## config.mk

```make
export PLATFORM = sky130hd
export DESIGN_NAME = range_dispatcher
export DESIGN_NICKNAME = d
export VERILOG_FILES = /design/src/rtl/day2_pkg.sv /design/src/rtl/range_dispatcher_rr_arbiter.sv /design/src/rtl/range_dispatcher.sv
export SDC_FILE = /design/constraint.sdc
export NUM_CORES = 2
export LEC_CHECK = 0
export CORE_AREA = 4 4 532 534
export CTS_BUF_LIST = sky130_fd_sc_hd__clkbuf_4
export DETAILED_ROUTE_END_ITERATION = 10
export DIE_AREA = 0 0 536 538
export SETUP_SLACK_MARGIN = 0.5
export SLEW_MARGIN = 10
export SYNTH_ARGS = -nofsm -noshare
export SYNTH_HDL_FRONTEND = slang
export SYNTH_HIERARCHICAL = 1
export SYNTH_SLANG_ARGS = --single-unit
export TNS_END_PERCENT = 20
```

## constraint.sdc

```tcl
create_clock -name clock -period 6.7 [get_ports clock]
set_clock_uncertainty 0.15 [all_clocks]
set_input_delay 1.34 -clock clock [delete_from_list [all_inputs] [get_ports clock]]
set_output_delay 1.34 -clock clock [all_outputs]
set_load 0.02 [all_outputs]
```

## src/rtl/day2_pkg.sv

```systemverilog
// Shared types and chunking helper for the day-2 range dispatcher.
package day2_pkg;

    localparam int SUM_W = 48;
    localparam int ERR_W = 16;

    typedef enum logic [2:0] {
        T_IDLE,
        T_RUN,
        T_DRAIN,
        T_REDUCE,
        T_RESULT
    } top_state_t;

    typedef enum logic [1:0] {
        U_FREE,
        U_LOAD,
        U_RUN
    } unit_state_t;

    // Compare the remaining width rather than cs+span so the top ID cannot wrap.
    function automatic logic [63:0] chunk_end(
        input logic [63:0] cs,
        input logic [63:0] ce,
        input logic [63:0] span
    );
        logic [63:0] r;
        r = ce;
        if (ce - cs >= span)
            r = cs + span - 64'd1;
        return r;
    endfunction

endpackage

```

## src/rtl/range_dispatcher_rr_arbiter.sv

```systemverilog
// Round-robin grant: first requester at or after ptr, wrapping modulo N.
module rr_arbiter #(
    parameter int N  = 8,
    parameter int IW = (N > 1) ? $clog2(N) : 1
) (
    input  logic [N-1:0]  req,
    input  logic [IW-1:0] ptr,
    output logic [N-1:0]  grant,
    output logic [IW-1:0] grant_idx
);

    always_comb begin
        int j;
        logic [IW-1:0] jj;
        grant     = '0;
        grant_idx = '0;
        // Scan from farthest to nearest so the nearest requester wins.
        for (int k = N - 1; k >= 0; k--) begin
            j = int'(ptr) + k;
            if (j >= N)
                j = j - N;
            jj = IW'(j);
            if (req[jj]) begin
                grant     = '0;
                grant[jj] = 1'b1;
                grant_idx = jj;
            end
        end
    end

endmodule

```

## src/rtl/range_dispatcher.sv

```systemverilog
// Splits ID ranges into chunks, dispatches them round-robin to id_finder
// units, and reduces the per-unit sums into one job result.
module range_dispatcher
    import day2_pkg::*;
#(
    parameter int              W         = SUM_W,
    parameter int              NUM_UNITS = 8,
    parameter longint unsigned MAX_SPAN  = 64'd1048576
) (
    input  logic                   clock,
    input  logic                   reset,
    input  logic                   in_valid,
    output logic                   in_ready,
    input  logic [W-1:0]           in_start,
    input  logic [W-1:0]           in_end,
    input  logic                   in_last,
    output logic [NUM_UNITS-1:0]   unit_load,
    output logic [NUM_UNITS-1:0]   unit_en,
    output logic [NUM_UNITS-1:0]   unit_clr,
    output logic [NUM_UNITS*W-1:0] unit_start,
    output logic [NUM_UNITS*W-1:0] unit_end,
    input  logic [NUM_UNITS-1:0]   unit_done,
    input  logic [NUM_UNITS*W-1:0] unit_sum,
    output logic                   res_valid,
    input  logic                   res_ready,
    output logic [W-1:0]           res_sum,
    output logic                   busy,
    output logic [ERR_W-1:0]       err_count
);

    localparam int          IW   = (NUM_UNITS > 1) ? $clog2(NUM_UNITS) : 1;
    localparam logic [63:0] SPAN = 64'(MAX_SPAN);

    top_state_t  st_q, st_d;
    unit_state_t ust_q [NUM_UNITS];
    unit_state_t ust_d [NUM_UNITS];

    logic                   hv_q, last_q;
    logic [W-1:0]           cs_q, ce_q, acc_q;
    logic [IW-1:0]          ptr_q, ridx_q;
    logic [ERR_W-1:0]       err_q;
    logic [NUM_UNITS*W-1:0] ustart_q, uend_q;

    logic                 accept, drop, dispatch, granted, c_last;
    logic [W-1:0]         c_end;
    logic [NUM_UNITS-1:0] free, req, grant;
    logic [IW-1:0]        grant_idx;

    always_comb begin
        for (int i = 0; i < NUM_UNITS; i++)
            free[i] = (ust_q[i] == U_FREE);
    end

    assign accept   = in_valid & in_ready;
    assign drop     = in_start > in_end;
    assign dispatch = hv_q & (st_q == T_RUN);
    assign req      = free & {NUM_UNITS{dispatch}};
    assign granted  = |grant;
    assign c_end    = W'(chunk_end(64'(cs_q), 64'(ce_q), SPAN));
    assign c_last   = (c_end == ce_q);

    rr_arbiter #(.N(NUM_UNITS), .IW(IW)) u_arb (
        .req       (req),
        .ptr       (ptr_q),
        .grant     (grant),
        .grant_idx (grant_idx)
    );

    always_ff @(posedge clock or negedge reset) begin
        if (!reset) begin
            st_q <= T_IDLE;
            for (int i = 0; i < NUM_UNITS; i++)
                ust_q[i] <= U_FREE;
        end else begin
            st_q <= st_d;
            for (int i = 0; i < NUM_UNITS; i++)
                ust_q[i] <= ust_d[i];
        end
    end

    always_comb begin
        st_d = st_q;
        unique case (st_q)
            T_IDLE:   if (in_valid) st_d = T_RUN;
            T_RUN:    if (last_q && !hv_q) st_d = T_DRAIN;
            T_DRAIN:  if (&free) st_d = T_REDUCE;
            T_REDUCE: if (ridx_q == IW'(NUM_UNITS - 1)) st_d = T_RESULT;
            T_RESULT: if (res_ready) st_d = T_IDLE;
            default:  st_d = T_IDLE;
        endcase
    end

    always_comb begin
        for (int i = 0; i < NUM_UNITS; i++) begin
            ust_d[i] = ust_q[i];
            unique case (ust_q[i])
                U_FREE:  if (grant[i]) ust_d[i] = U_LOAD;
                U_LOAD:  ust_d[i] = U_RUN;
                U_RUN:   if (unit_done[i]) ust_d[i] = U_FREE;
                default: ust_d[i] = U_FREE;
            endcase
        end
    end

    always_ff @(posedge clock or negedge reset) begin
        if (!reset) begin
            hv_q     <= 1'b0;
            last_q   <= 1'b0;
            cs_q     <= '0;
            ce_q     <= '0;
            acc_q    <= '0;
            ptr_q    <= '0;
            ridx_q   <= '0;
            err_q    <= '0;
            ustart_q <= '0;
            uend_q   <= '0;
        end else begin
            if (accept) begin
                if (in_last)
                    last_q <= 1'b1;
                if (drop) begin
                    if (err_q != '1)
                        err_q <= err_q + 1'b1;
                end else begin
                    hv_q <= 1'b1;
                    cs_q <= in_start;
                    ce_q <= in_end;
                end
            end else if (granted) begin
                if (c_last)
                    hv_q <= 1'b0;
                else
                    cs_q <= c_end + 1'b1;
                ptr_q <= (grant_idx == IW'(NUM_UNITS - 1)) ?
                         '0 : grant_idx + 1'b1;
            end
            for (int i = 0; i < NUM_UNITS; i++) begin
                if (grant[i]) begin
                    ustart_q[i*W +: W] <= cs_q;
                    uend_q[i*W +: W]   <= c_end;
                end
            end
            if (st_q == T_DRAIN && st_d == T_REDUCE) begin
                acc_q  <= '0;
                ridx_q <= '0;
            end else if (st_q == T_REDUCE) begin
                acc_q  <= acc_q + unit_sum[int'(ridx_q)*W +: W];
                ridx_q <= ridx_q + 1'b1;
            end
            if (st_q == T_RESULT && res_ready)
                last_q <= 1'b0;
        end
    end

    // Clear is only offered from IDLE, where every unit is already free.
    assign in_ready = reset && (st_q == T_IDLE || st_q == T_RUN)
                      && !hv_q && !last_q;
    assign unit_clr = {NUM_UNITS{reset && st_q == T_IDLE && in_valid}};

    always_comb begin
        for (int i = 0; i < NUM_UNITS; i++) begin
            unit_load[i] = (ust_q[i] == U_LOAD);
            unit_en[i]   = (ust_q[i] == U_RUN);
        end
    end

    assign unit_start = ustart_q;
    assign unit_end   = uend_q;
    assign res_valid  = (st_q == T_RESULT);
    assign res_sum    = res_valid ? acc_q : '0;
    assign busy       = (st_q != T_IDLE);
    assign err_count  = err_q;

endmodule

```

==> reports/results.txt <==
Via count of the first global-routing pass = 47706
Area growth syn-to-layout = 46.5%
Fin crit period = 6.23 ns
TritonCTS clock tree = built
Result of the run = finished clean
Pin count of the biggest net entering global routing = 168
Final weighted congestion in routability-driven placement = 1.14
Post-synth design cell area = 0.0518 mm²
Vias per cell = 4.54
Flop and latch count out of synthesis = 955
Fin area = 0.0759 mm²
Sequential standard cell area = 0.0239 mm²
Endpoint of the most critical register-to-register path = cs_q[44]$_DFFE_PN0P_
Clock Latency Late Sink = 1.35 ns
Worst Path Max Fanout = 5
Final core utilization = 0.273
Via Count = 46697
Top-level I/O count = 1352
Number of cell instances on the worst register-to-register path = 21
Die extent in y = 538 µm
Clock slew seen by the registers of the worst setup and hold paths = 0.07 ns
Smallest hold slack = 0.351 ns
Launch point of the worst path = ce_q[5]$_DFFE_PN0P_
PortBufs = 1351
Final Hold Violating Endpoints = 0
Required time of the critical path = 7.70 ns
Post-Synthesis Net Count = 5152
Peak supply drop = 2.72 mV
Period Utilization, post-route = 0.930
Maximum frequency from static timing analysis = 161 MHz
Arrival time worst endpoint = 7.23 ns
Instance area after placement = 0.0713 mm²
Worst setup timing slack at the placement stage = 0.00133 ns
Setup violations, final = 0
Initial core utilization = 0.186
Number of detailed-routing iterations run before antenna repair = 6
Mapped Cells = 4501
Top_reg_cell synth = sky130_fd_sc_hd__dfrtp_1
Setup Crit Path Kind = reg2reg
Static Leakage = 30.3 nW
Final routed wirelength across all metal layers = 303000 µm
Area of the die = 0.288 mm²
Number of nets in the final layout = 6794
Crit end category = flop
Post-route DRC violation count = 0
Avg WL per Cell = 29.5 µm
Synthesis warning total = 6
Final WS setup = 0.470 ns
Fraction of layout instances using a drive strength above 1 = 0.288
Buffer type at the clock tree root = sky130_fd_sc_hd__clkbuf_4
Fraction of the yosys area taken by sequential cells = 0.461
Post-synthesis async set-or-reset flop share = 1.00
First-pass GRT wire length = 401000 µm
Count of H-tree levels built during CTS = 5
Setup repair after global routing missed its margin = yes
Worst setup path endpoint = cs_q[44]$_DFFE_PN0P_
Synthesized area divided by synthesized cell count = 11.5 µm²
Initial antenna violation count = 175
Number of violations reported at the end of detailed-routing iteration 0 = 3414
Global-route congestion overflow total = 0
Total power density per cell area = 727 mW/mm²
Remaining number of nets flagged by the antenna check after routing = 0
Post-synth cell types = 103
Number of enable-type register cells in the synthesized netlist = 0
RR Startpoint = ce_q[5]$_DFFE_PN0P_
Fillers = 29225
Min-delay worst type = reg2reg
Slack of the worst reg-to-reg path = 0.47 ns
Critical path startpoint category = flop
Cts bufs inserted = 294
Transition time at the pin with the least slew margin = 1.03 ns
Area of the multi-input gates = 0.0266 mm²
Max_slew headroom = 0.294
Placed wire-length estimate after detailed placement = 238000 µm
Total of max-cap violations = 0
Overall fraction of global-route tracks in use = 0.201
Worst-case clock buffer depth = 4
Die W = 536 µm
Clock sink count = 955
Number of cell rows = 194
Final number of max-transition violations = 0
Core box area = 0.278 mm²
==> logic make-up after synthesis <==
kind of cell / Yosys count / synth area share
mux: 1026 / 0.246
simple gates: 1005 / 0.0977
flops: 955 / 0.461
compound gates: 738 / 0.0911
buf+inv: 437 / 0.0346
xor+xnor: 182 / 0.0316
fa+ha+maj: 158 / 0.0384
==> sequential cells by signal, indices dropped and copies added, names as in the netlist <==
| name | flops |
|---|---|
| unit_end | 384 |
| unit_start | 384 |
| acc_q | 48 |
| ce_q | 48 |
| cs_q | 48 |
| err_count | 16 |
| ust_q | 16 |
| ptr_q | 3 |
| ridx_q | 3 |
| st_q | 3 |
| hv_q | 1 |
| last_q | 1 |
==> per-layer routing <==
layer  part of all wire  track usage
met3              0.099       0.0768
met4              0.089        0.162
met5             0.0015            0
met2               0.45        0.317
met1               0.36        0.216
==> area by class of cell <==
cell class / count / share of cell area
repair buffers: 1626 / 0.208
flip-flops and latches: 955 / 0.315
diodes: 202 / 0.00666
clock inverters: 88 / 0.00984
well taps: 3724 / 0.0614
inverters: 157 / 0.00776
clock buffers: 414 / 0.0409
multi-input cells: 3109 / 0.350
==> metrics by stage <==
stage / power, W / cells / TNS (ns)
floorplan: 0.0328 / 4501 / 0
global placement: 0.0487 / 9560 / -0.248
detailed placement: 0.0491 / 9560 / 0
CTS: 0.0557 / 10064 / 0
global route: 0.0584 / 10202 / 0
finish: 0.0552 / 10275 / 0
==> critical path, stage by stage, from the launching register on <==
cell and delay (ns):
sky130_fd_sc_hd__dfrtp_1 0.44, sky130_fd_sc_hd__ha_1 0.35, sky130_fd_sc_hd__a211oi_1 0.32, sky130_fd_sc_hd__nand2_1 0.16, sky130_fd_sc_hd__o21ai_1 0.41, sky130_fd_sc_hd__a21oi_1 0.26, sky130_fd_sc_hd__a211o_1 0.41, sky130_fd_sc_hd__a211oi_1 0.39
sky130_fd_sc_hd__o21ai_0 0.19, sky130_fd_sc_hd__nor4_2 0.29, sky130_fd_sc_hd__nor4b_4 0.27, sky130_fd_sc_hd__buf_4 0.22, sky130_fd_sc_hd__mux2i_4 0.27, sky130_fd_sc_hd__ha_4 0.19, sky130_fd_sc_hd__nand3_1 0.09, sky130_fd_sc_hd__or4_4 0.48
sky130_fd_sc_hd__nor4_2 0.23, sky130_fd_sc_hd__mux2i_1 0.16, sky130_fd_sc_hd__nor2b_2 0.21, sky130_fd_sc_hd__nand3_1 0.12, sky130_fd_sc_hd__mux2_1 0.32, sky130_fd_sc_hd__o211ai_1 0.09
==> cells in the final DEF (no fill, tap or decap), drive strengths merged, types with 18 or more instances in the layout <==
master         count
a211oi            19
a21o              83
a21oi            169
a31oi             51
and2              66
and3              21
buf              275
clkbuf           414
clkdlybuf4s50   1350
clkinv            63
dfrtp            955
diode            202
ha               156
inv              165
mux2             862
mux2i             58
mux4             106
nand2            294
nand2b            25
nand3            100
nand4             53
nor2             198
nor2b             33
nor3              80
nor4              36
o211ai            31
o21a              18
o21ai            211
o22ai             19
o31ai             22
or3               22
xnor2            132
xor2              48
==> cell usage after synthesis, types with 25 or more instances <==
master / instances / area, µm²
sky130_fd_sc_hd__nor3_1: 77 / 385
sky130_fd_sc_hd__inv_1: 155 / 582
sky130_fd_sc_hd__mux4_2: 102 / 2300
sky130_fd_sc_hd__clkbuf_1: 211 / 792
sky130_fd_sc_hd__o21ai_0: 191 / 956
sky130_fd_sc_hd__a21oi_1: 162 / 811
sky130_fd_sc_hd__mux2i_1: 55 / 551
sky130_fd_sc_hd__ha_1: 156 / 1950
sky130_fd_sc_hd__xnor2_1: 130 / 1140
sky130_fd_sc_hd__mux2_2: 853 / 9610
sky130_fd_sc_hd__nand3_1: 100 / 500
sky130_fd_sc_hd__nand4_1: 53 / 332
sky130_fd_sc_hd__xor2_1: 48 / 420
sky130_fd_sc_hd__nand2b_1: 25 / 156
sky130_fd_sc_hd__nor4_1: 32 / 200
sky130_fd_sc_hd__nand2_1: 293 / 1100
sky130_fd_sc_hd__a21o_1: 83 / 623
sky130_fd_sc_hd__nor2_1: 196 / 736
sky130_fd_sc_hd__a31oi_1: 51 / 319
sky130_fd_sc_hd__o211ai_1: 31 / 233
sky130_fd_sc_hd__dfrtp_1: 955 / 23900
sky130_fd_sc_hd__nor2b_1: 32 / 200
sky130_fd_sc_hd__and2_1: 63 / 394
==> where the power goes <==
part / switching [W] / total, W / internal, W
clock network: 0.00290 / 0.00621 / 0.00332
registers: 0.00168 / 0.0105 / 0.00881
logic: 0.0216 / 0.0385 / 0.0169
==> timing repair <==
action,4_1_cts,5_1_grt
pin swaps,2,19
buffers inserted,1,9
hold endpoints to repair,44,0
gates cloned,0,0
resized for setup,10,39
hold buffers,1,0
setup endpoints to repair,6,10
==> worst min path at each step <==
stage	startpoint	end	slack, ns	depth (start not counted)
2_1_floorplan	ust_q[10]$_DFFE_PN0P_	ust_q[10]$_DFFE_PN0P_	0.32	1
3_3_place_gp	err_count[6]$_DFFE_PN0P_	err_count[6]$_DFFE_PN0P_	0.33	1
3_5_place_dp	unit_end[244]$_DFFE_PN0P_	unit_end[244]$_DFFE_PN0P_	0.34	1
4_1_cts	unit_done[4]	ust_q[7]$_DFFE_PN0P_	0.26	3
5_1_grt	unit_done[4]	ust_q[7]$_DFFE_PN0P_	0.32	3
6_report	unit_end[244]$_DFFE_PN0P_	unit_end[244]$_DFFE_PN0P_	0.35	1
No activity file was read; power rests on OpenSTA's default activity.
